`src/rtl/uart_apb_regbank.sv`:
```
// uart_apb_regbank: APB-style register-bank front end for the UART peripheral family.
// Decodes sel/enable/addr against REG_MAP, sequences setup/access with WAIT_CYCLES
// wait states, and issues one-hot selects, single-cycle strobes and registered read data.
// Optional build macro: UART_APB_SLVERR_EN (unmapped accesses complete with slverr=1).
//
// state    | meaning
// ---------+-----------------------------------------------------------------
// ST_IDLE  | no transfer; waiting for sel=1 & enable=0 (setup phase)
// ST_SETUP | address decoded and latched; waiting for enable=1
// ST_WAIT  | access phase, counting down programmed wait states
// ST_DONE  | one-cycle completion: ready=1, strobes issued, rdata valid

module uart_apb_regbank #(
    parameter int NUM_REGS = 4,
    parameter int DATA_W = 32,
    parameter int ADDR_W = 10,
    parameter logic [NUM_REGS*ADDR_W-1:0] REG_MAP = {10'h005, 10'h004, 10'h002, 10'h000},
    parameter int WAIT_CYCLES = 0
) (
    input  logic                       clk,
    input  logic                       rst,
    input  logic                       sel,
    input  logic                       enable,
    input  logic                       write,
    input  logic [ADDR_W-1:0]          addr,
    input  logic [DATA_W-1:0]          wdata,
    input  logic [NUM_REGS*DATA_W-1:0] reg_rdata,
    output logic [DATA_W-1:0]          rdata,
    output logic                       ready,
    output logic                       slverr,
    output logic [NUM_REGS-1:0]        reg_sel,
    output logic [NUM_REGS-1:0]        wr_stb,
    output logic [NUM_REGS-1:0]        rd_stb,
    output logic [DATA_W-1:0]          wdata_q
);

    typedef enum logic [1:0] {
        ST_IDLE  = 2'd0,
        ST_SETUP = 2'd1,
        ST_WAIT  = 2'd2,
        ST_DONE  = 2'd3
    } state_t;

    // WAIT_CYCLES=0 never enters ST_WAIT, so the load value is only meaningful above zero.
    localparam logic [3:0] WAIT_LOAD = (WAIT_CYCLES > 0) ? 4'(WAIT_CYCLES - 1) : 4'd0;

    state_t              state;
    state_t              state_nxt;
    logic                write_q;
    logic [3:0]          wait_cnt;
    logic [NUM_REGS-1:0] hit_vec;
    logic [DATA_W-1:0]   rd_mux;

    // Address decode; scanning downward lets the lowest matching index win on duplicates.
    always_comb begin
        hit_vec = '0;
        for (int i = NUM_REGS - 1; i >= 0; i--) begin
            if (addr == REG_MAP[i*ADDR_W +: ADDR_W]) begin
                hit_vec    = '0;
                hit_vec[i] = 1'b1;
            end
        end
    end

    // Read-data mux driven by the latched one-hot select; a miss yields zero.
    always_comb begin
        rd_mux = '0;
        for (int i = 0; i < NUM_REGS; i++) begin
            if (reg_sel[i]) begin
                rd_mux = rd_mux | reg_rdata[i*DATA_W +: DATA_W];
            end
        end
    end

    // State register.
    always_ff @(posedge clk) begin
        if (rst) begin
            state <= ST_IDLE;
        end else begin
            state <= state_nxt;
        end
    end

    // Next-state logic; dropping sel before completion abandons the transfer.
    always_comb begin
        state_nxt = state;
        case (state)
            ST_IDLE: begin
                if (sel && !enable) begin
                    state_nxt = ST_SETUP;
                end
            end
            ST_SETUP: begin
                if (!sel) begin
                    state_nxt = ST_IDLE;
                end else if (enable) begin
                    state_nxt = (WAIT_CYCLES > 0) ? ST_WAIT : ST_DONE;
                end
            end
            ST_WAIT: begin
                if (!sel) begin
                    state_nxt = ST_IDLE;
                end else if (wait_cnt == 4'd0) begin
                    state_nxt = ST_DONE;
                end
            end
            ST_DONE: begin
                state_nxt = ST_IDLE;
            end
            default: begin
                state_nxt = ST_IDLE;
            end
        endcase
    end

    // Latch decode result and direction at setup; clear the select on any return to idle.
    always_ff @(posedge clk) begin
        if (rst) begin
            reg_sel <= '0;
            write_q <= 1'b0;
        end else if (state == ST_IDLE && state_nxt == ST_SETUP) begin
            reg_sel <= hit_vec;
            write_q <= write;
        end else if (state_nxt == ST_IDLE) begin
            reg_sel <= '0;
        end
    end

    // Wait-state down-counter; ST_DONE is reached on the cycle the count is zero.
    always_ff @(posedge clk) begin
        if (rst) begin
            wait_cnt <= 4'd0;
        end else if (state == ST_SETUP && state_nxt == ST_WAIT) begin
            wait_cnt <= WAIT_LOAD;
        end else if (state == ST_WAIT && wait_cnt != 4'd0) begin
            wait_cnt <= wait_cnt - 4'd1;
        end
    end

    // Completion data: read data sampled on the edge entering ST_DONE and held only there;
    // write data captured for mapped writes and held until the next one.
    always_ff @(posedge clk) begin
        if (rst) begin
            rdata   <= '0;
            wdata_q <= '0;
        end else begin
            rdata <= '0;
            if (state_nxt == ST_DONE) begin
                if (!write_q) begin
                    rdata <= rd_mux;
                end else if (|reg_sel) begin
                    wdata_q <= wdata;
                end
            end
        end
    end

    // Handshake and strobes exist only in ST_DONE, so each lasts exactly one cycle.
    always_comb begin
        ready  = 1'b0;
        wr_stb = '0;
        rd_stb = '0;
        if (state == ST_DONE) begin
            ready = 1'b1;
            if (write_q) begin
                wr_stb = reg_sel;
            end else begin
                rd_stb = reg_sel;
            end
        end
    end

`ifdef UART_APB_SLVERR_EN
    // Unmapped access: completes with an error response.
    assign slverr = (state == ST_DONE) && (reg_sel == '0);
`else
    // Unmapped access completes silently.
    assign slverr = 1'b0;
`endif

endmodule

```
`config.mk`:
```
export PLATFORM = sky130hd
export DESIGN_NAME = uart_apb_regbank
export DESIGN_NICKNAME = d
export VERILOG_FILES = /design/src/rtl/uart_apb_regbank.sv
export SDC_FILE = /design/constraint.sdc
export NUM_CORES = 1
export LEC_CHECK = 0
export ABC_CLOCK_PERIOD_IN_PS = 1800
export CAP_MARGIN = 20
export CORE_MARGIN = 5
export CORE_UTILIZATION = 32
export CTS_CLUSTER_DIAMETER = 50
export DETAILED_ROUTE_END_ITERATION = 16
export PLACE_DENSITY = 0.78
export SLEW_MARGIN = 20
export SYNTH_ARGS = -nofsm -noshare
export SYNTH_HDL_FRONTEND = slang
export SYNTH_SLANG_ARGS = --single-unit
```
`constraint.sdc`:
```
create_clock -name clk -period 1.8 [get_ports clk]
set_clock_uncertainty 0.15 [all_clocks]
set_input_delay 0.27 -clock clk [delete_from_list [all_inputs] [get_ports clk]]
set_output_delay 0.27 -clock clk [all_outputs]
set_load 0.01 [all_outputs]
```
==> reports/metrics.yaml <==
critical_path:
  endpoint_kind: "register"
  cp_num_cells: 7
  slowest_delay_ns: 0.43
  crit_fanout: 8
  cp-start-kind: "register"
  required_ns: 1.93
  worstRegToRegCells: 7
  path_delay_family: "simple AND/OR/NAND/NOR gates"
  crit_buf_inv: 2
  cp_slowest_cell: "or3_4"
  arrival_ns: 1.95
  path_class: "register to register"
  path_cells: "inv_2 > ha_4 > nor3b_4 > a21boi_4 > or3_4 > clkbuf_16 > a21oi_2"
global_route:
  grt_pass1_vias: 3999
  overflow: 0
  grt_antenna_before_repair: 1
  grt_first_pass_wirelength_microns: 21000
  grt_max_degree: 38
  grt.total_usage_pct: 20.4
placed_design:
  hpwl_microns: 10800
  place_congestion: 0.844
  io_buffers: 251
logic_synthesis:
  synthArstFlopShare_pct: 0
  synth_cell_types: 35
  yosys_most_used_dff: "dfxtp_1"
  synth_fp_nets: 537
  yosys_warnings: 0
  synth_area_sq_um: 3570
  avgSynthCellArea_sq_um: 9.88
  synth_edf_count: 0
  ys_seq_area_share_pct: 42.1
  postSynthCellCount: 361
  synth-seq-cells: 75
clock_tree:
  cts.clk_slew.worst_paths_ns: 0.09
  clk_latency_ns: 0.34
  htree_levels: 3
  cts_made_buffers: 9
  cts.path.max_buffers: 2
  numClockSinks: 75
  root_buffer: "clkbuf_8"
  cts_tree: "built"
power_and_ir_drop:
  swShare_pct: 21.0
  powerDensity_nw_per_um2: 556
  p_leak_uw: 0.00233
  p_int_uw: 2980
  total_power_uw: 3770
  p_seq_share_pct: 44.1
  p_clk_share_pct: 42.3
  irDropWorstVdd_v: 0.000464
  switching_power_uw: 790
  p_comb_share_pct: 13.6
die:
  row_count: 38
  die-area_sq_um: 13400
  start_util_pct: 32.8
  boundaryPins: 253
  die_w_microns: 116
  die_y_microns: 116
  core_area_sq_um: 10900
sta:
  whs_ns: 0.328
  finalWorstSetupSlack_ns: -0.0117
  period_share_pct: 101
  slew_violations: 0
  fmax_mhz: 552
  finalSetupViolCount: 10
  rsz0062_at_grt: "yes"
  hold_viol: 0
  finalCriticalPeriod_ns: 1.81
finish:
  nFillCells: 900
  mostFrequentLayoutCells: "240 x clkdlybuf4s50_1, 68 x dfxtp_1, 65 x nand2b_1"
  drive_above_1_share_pct: 17.8
  mostFrequentLayoutCell: "clkdlybuf4s50_1"
  area_delta_synth_final_pct: 90.0
  fin_util_pct: 62.2
  nNetsFinal: 801
status:
  status: "finished with violations"
  violations: "setup timing"
job:
  cap_violations: 0
drt:
  drc: 0
  drtIter0Drc: 192
  wl_per_cell_microns: 18.8
  vias: 3803
  routed_wl_microns: 14500
  first_pass_iters: 4
  via_per_inst: 4.93
  antenna_left: 0
hold_path:
  min_path_type: "register to register"
  min_path_cells: 2
[worst paths after layout]
kind / from / endpoint / slack, ns
setup / recovery: wait_cnt[0] / rdata[29] / -0.01
hold reg to reg: wdata_q[29] / wdata_q[29] / 0.33
hold / removal: wdata_q[29] / wdata_q[29] / 0.33
setup reg to reg: wait_cnt[0] / rdata[29] / -0.01
[flip-flops by register name, indices dropped and copies added, names as in the netlist]
register  count
write_q       1
rdata        32
wait_cnt      4
reg_sel       4
wdata_q      32
state         2
[cells in the mapped netlist (2+ instances only)]
master / number / share of area, %
buf_6: 4 / 1.3
a21oi_1: 8 / 1.1
clkbuf_1: 23 / 2.4
nand2b_1: 65 / 11
a22oi_1: 64 / 13
dfxtp_1: 75 / 42
mux2i_1: 33 / 9.3
nor4_1: 3 / 0.53
inv_1: 4 / 0.42
and2_1: 9 / 1.6
or3_1: 2 / 0.35
a21oi_2: 30 / 7.4
buf_8: 3 / 1.3
o21ai_0: 4 / 0.56
or2b_1: 2 / 0.42
nor2_1: 7 / 0.74
nand2_1: 7 / 0.74
[power by group through the flow]
| stage | logic, uW | registers, uW | clock network (uW) |
|---|---|---|---|
| after floorplan | 79.0 | 1700 | 0 |
| after global placement | 484 | 1700 | 0 |
| after detailed placement | 492 | 1700 | 0 |
| after CTS | 501 | 1660 | 1640 |
| after global routing | 541 | 1660 | 1710 |
| final | 511 | 1660 | 1600 |
[timing repair]
| action | CTS | global route |
|---|---|---|
| cloned | 3 | 3 |
| gates resized for setup | 43 | 22 |
| endpoints found under the setup margin | 78 | 74 |
| pin swaps | 2 | 3 |
| hold buffers | 0 | 0 |
| buffers inserted | 2 | 2 |
[worst register-to-register path, cell delays in order, from the launching register on]
cell and delay (ns):
dfxtp_2 0.33, inv_2 0.06, ha_4 0.13, nor3b_4 0.24
a21boi_4 0.10, or3_4 0.43, clkbuf_16 0.21, a21oi_2 0.10
[area by class of cell]
class                      count  area [sq um]  share of cell area [%]
multi-input combinational    251          1950                    28.7
inverter                       4          15.0                   0.222
clock buffer                  10           128                    1.88
tap                          140           175                    2.59
clock inverter                 6           113                    1.66
antenna                        2          5.00                  0.0739
sequential                    75          1510                    22.3
timing repair buffer         284          2880                    42.5
[per-layer routing]
| layer | share of wire, % | track usage [%] |
|---|---|---|
| met1 | 37 | 22.6 |
| met4 | 2.0 | 5.63 |
| met3 | 10 | 7.15 |
| met2 | 50 | 36.8 |
| met5 | 0 | 0 |
[per-stage QoR]
stage / std cells / setup WS (ns) / TNS [ns] / instance area (sq um)
final: 772 / -0.0117 / -0.0391 / 6780
after global routing: 771 / -0.0669 / -1.88 / 6770
after CTS: 765 / -0.0165 / -0.145 / 6670
after detailed placement: 744 / -0.324 / -16.40 / 6270
after global placement: 744 / -0.356 / -14.03 / 6270
after floorplan: 361 / 0.0128 / 0 / 3570
[cells by family after synthesis]
group | count (synthesis) | share of synthesized area (%)
compound gates | 109 | 23.5
simple gates | 106 | 18.8
flops | 75 | 42.1
buf+inv | 35 | 5.58
mux | 33 | 9.26
fa+ha+maj | 1 | 0.351
other cells | 1 | 0.105
xor+xnor | 1 | 0.246
Power figures use the tool's default switching activity.
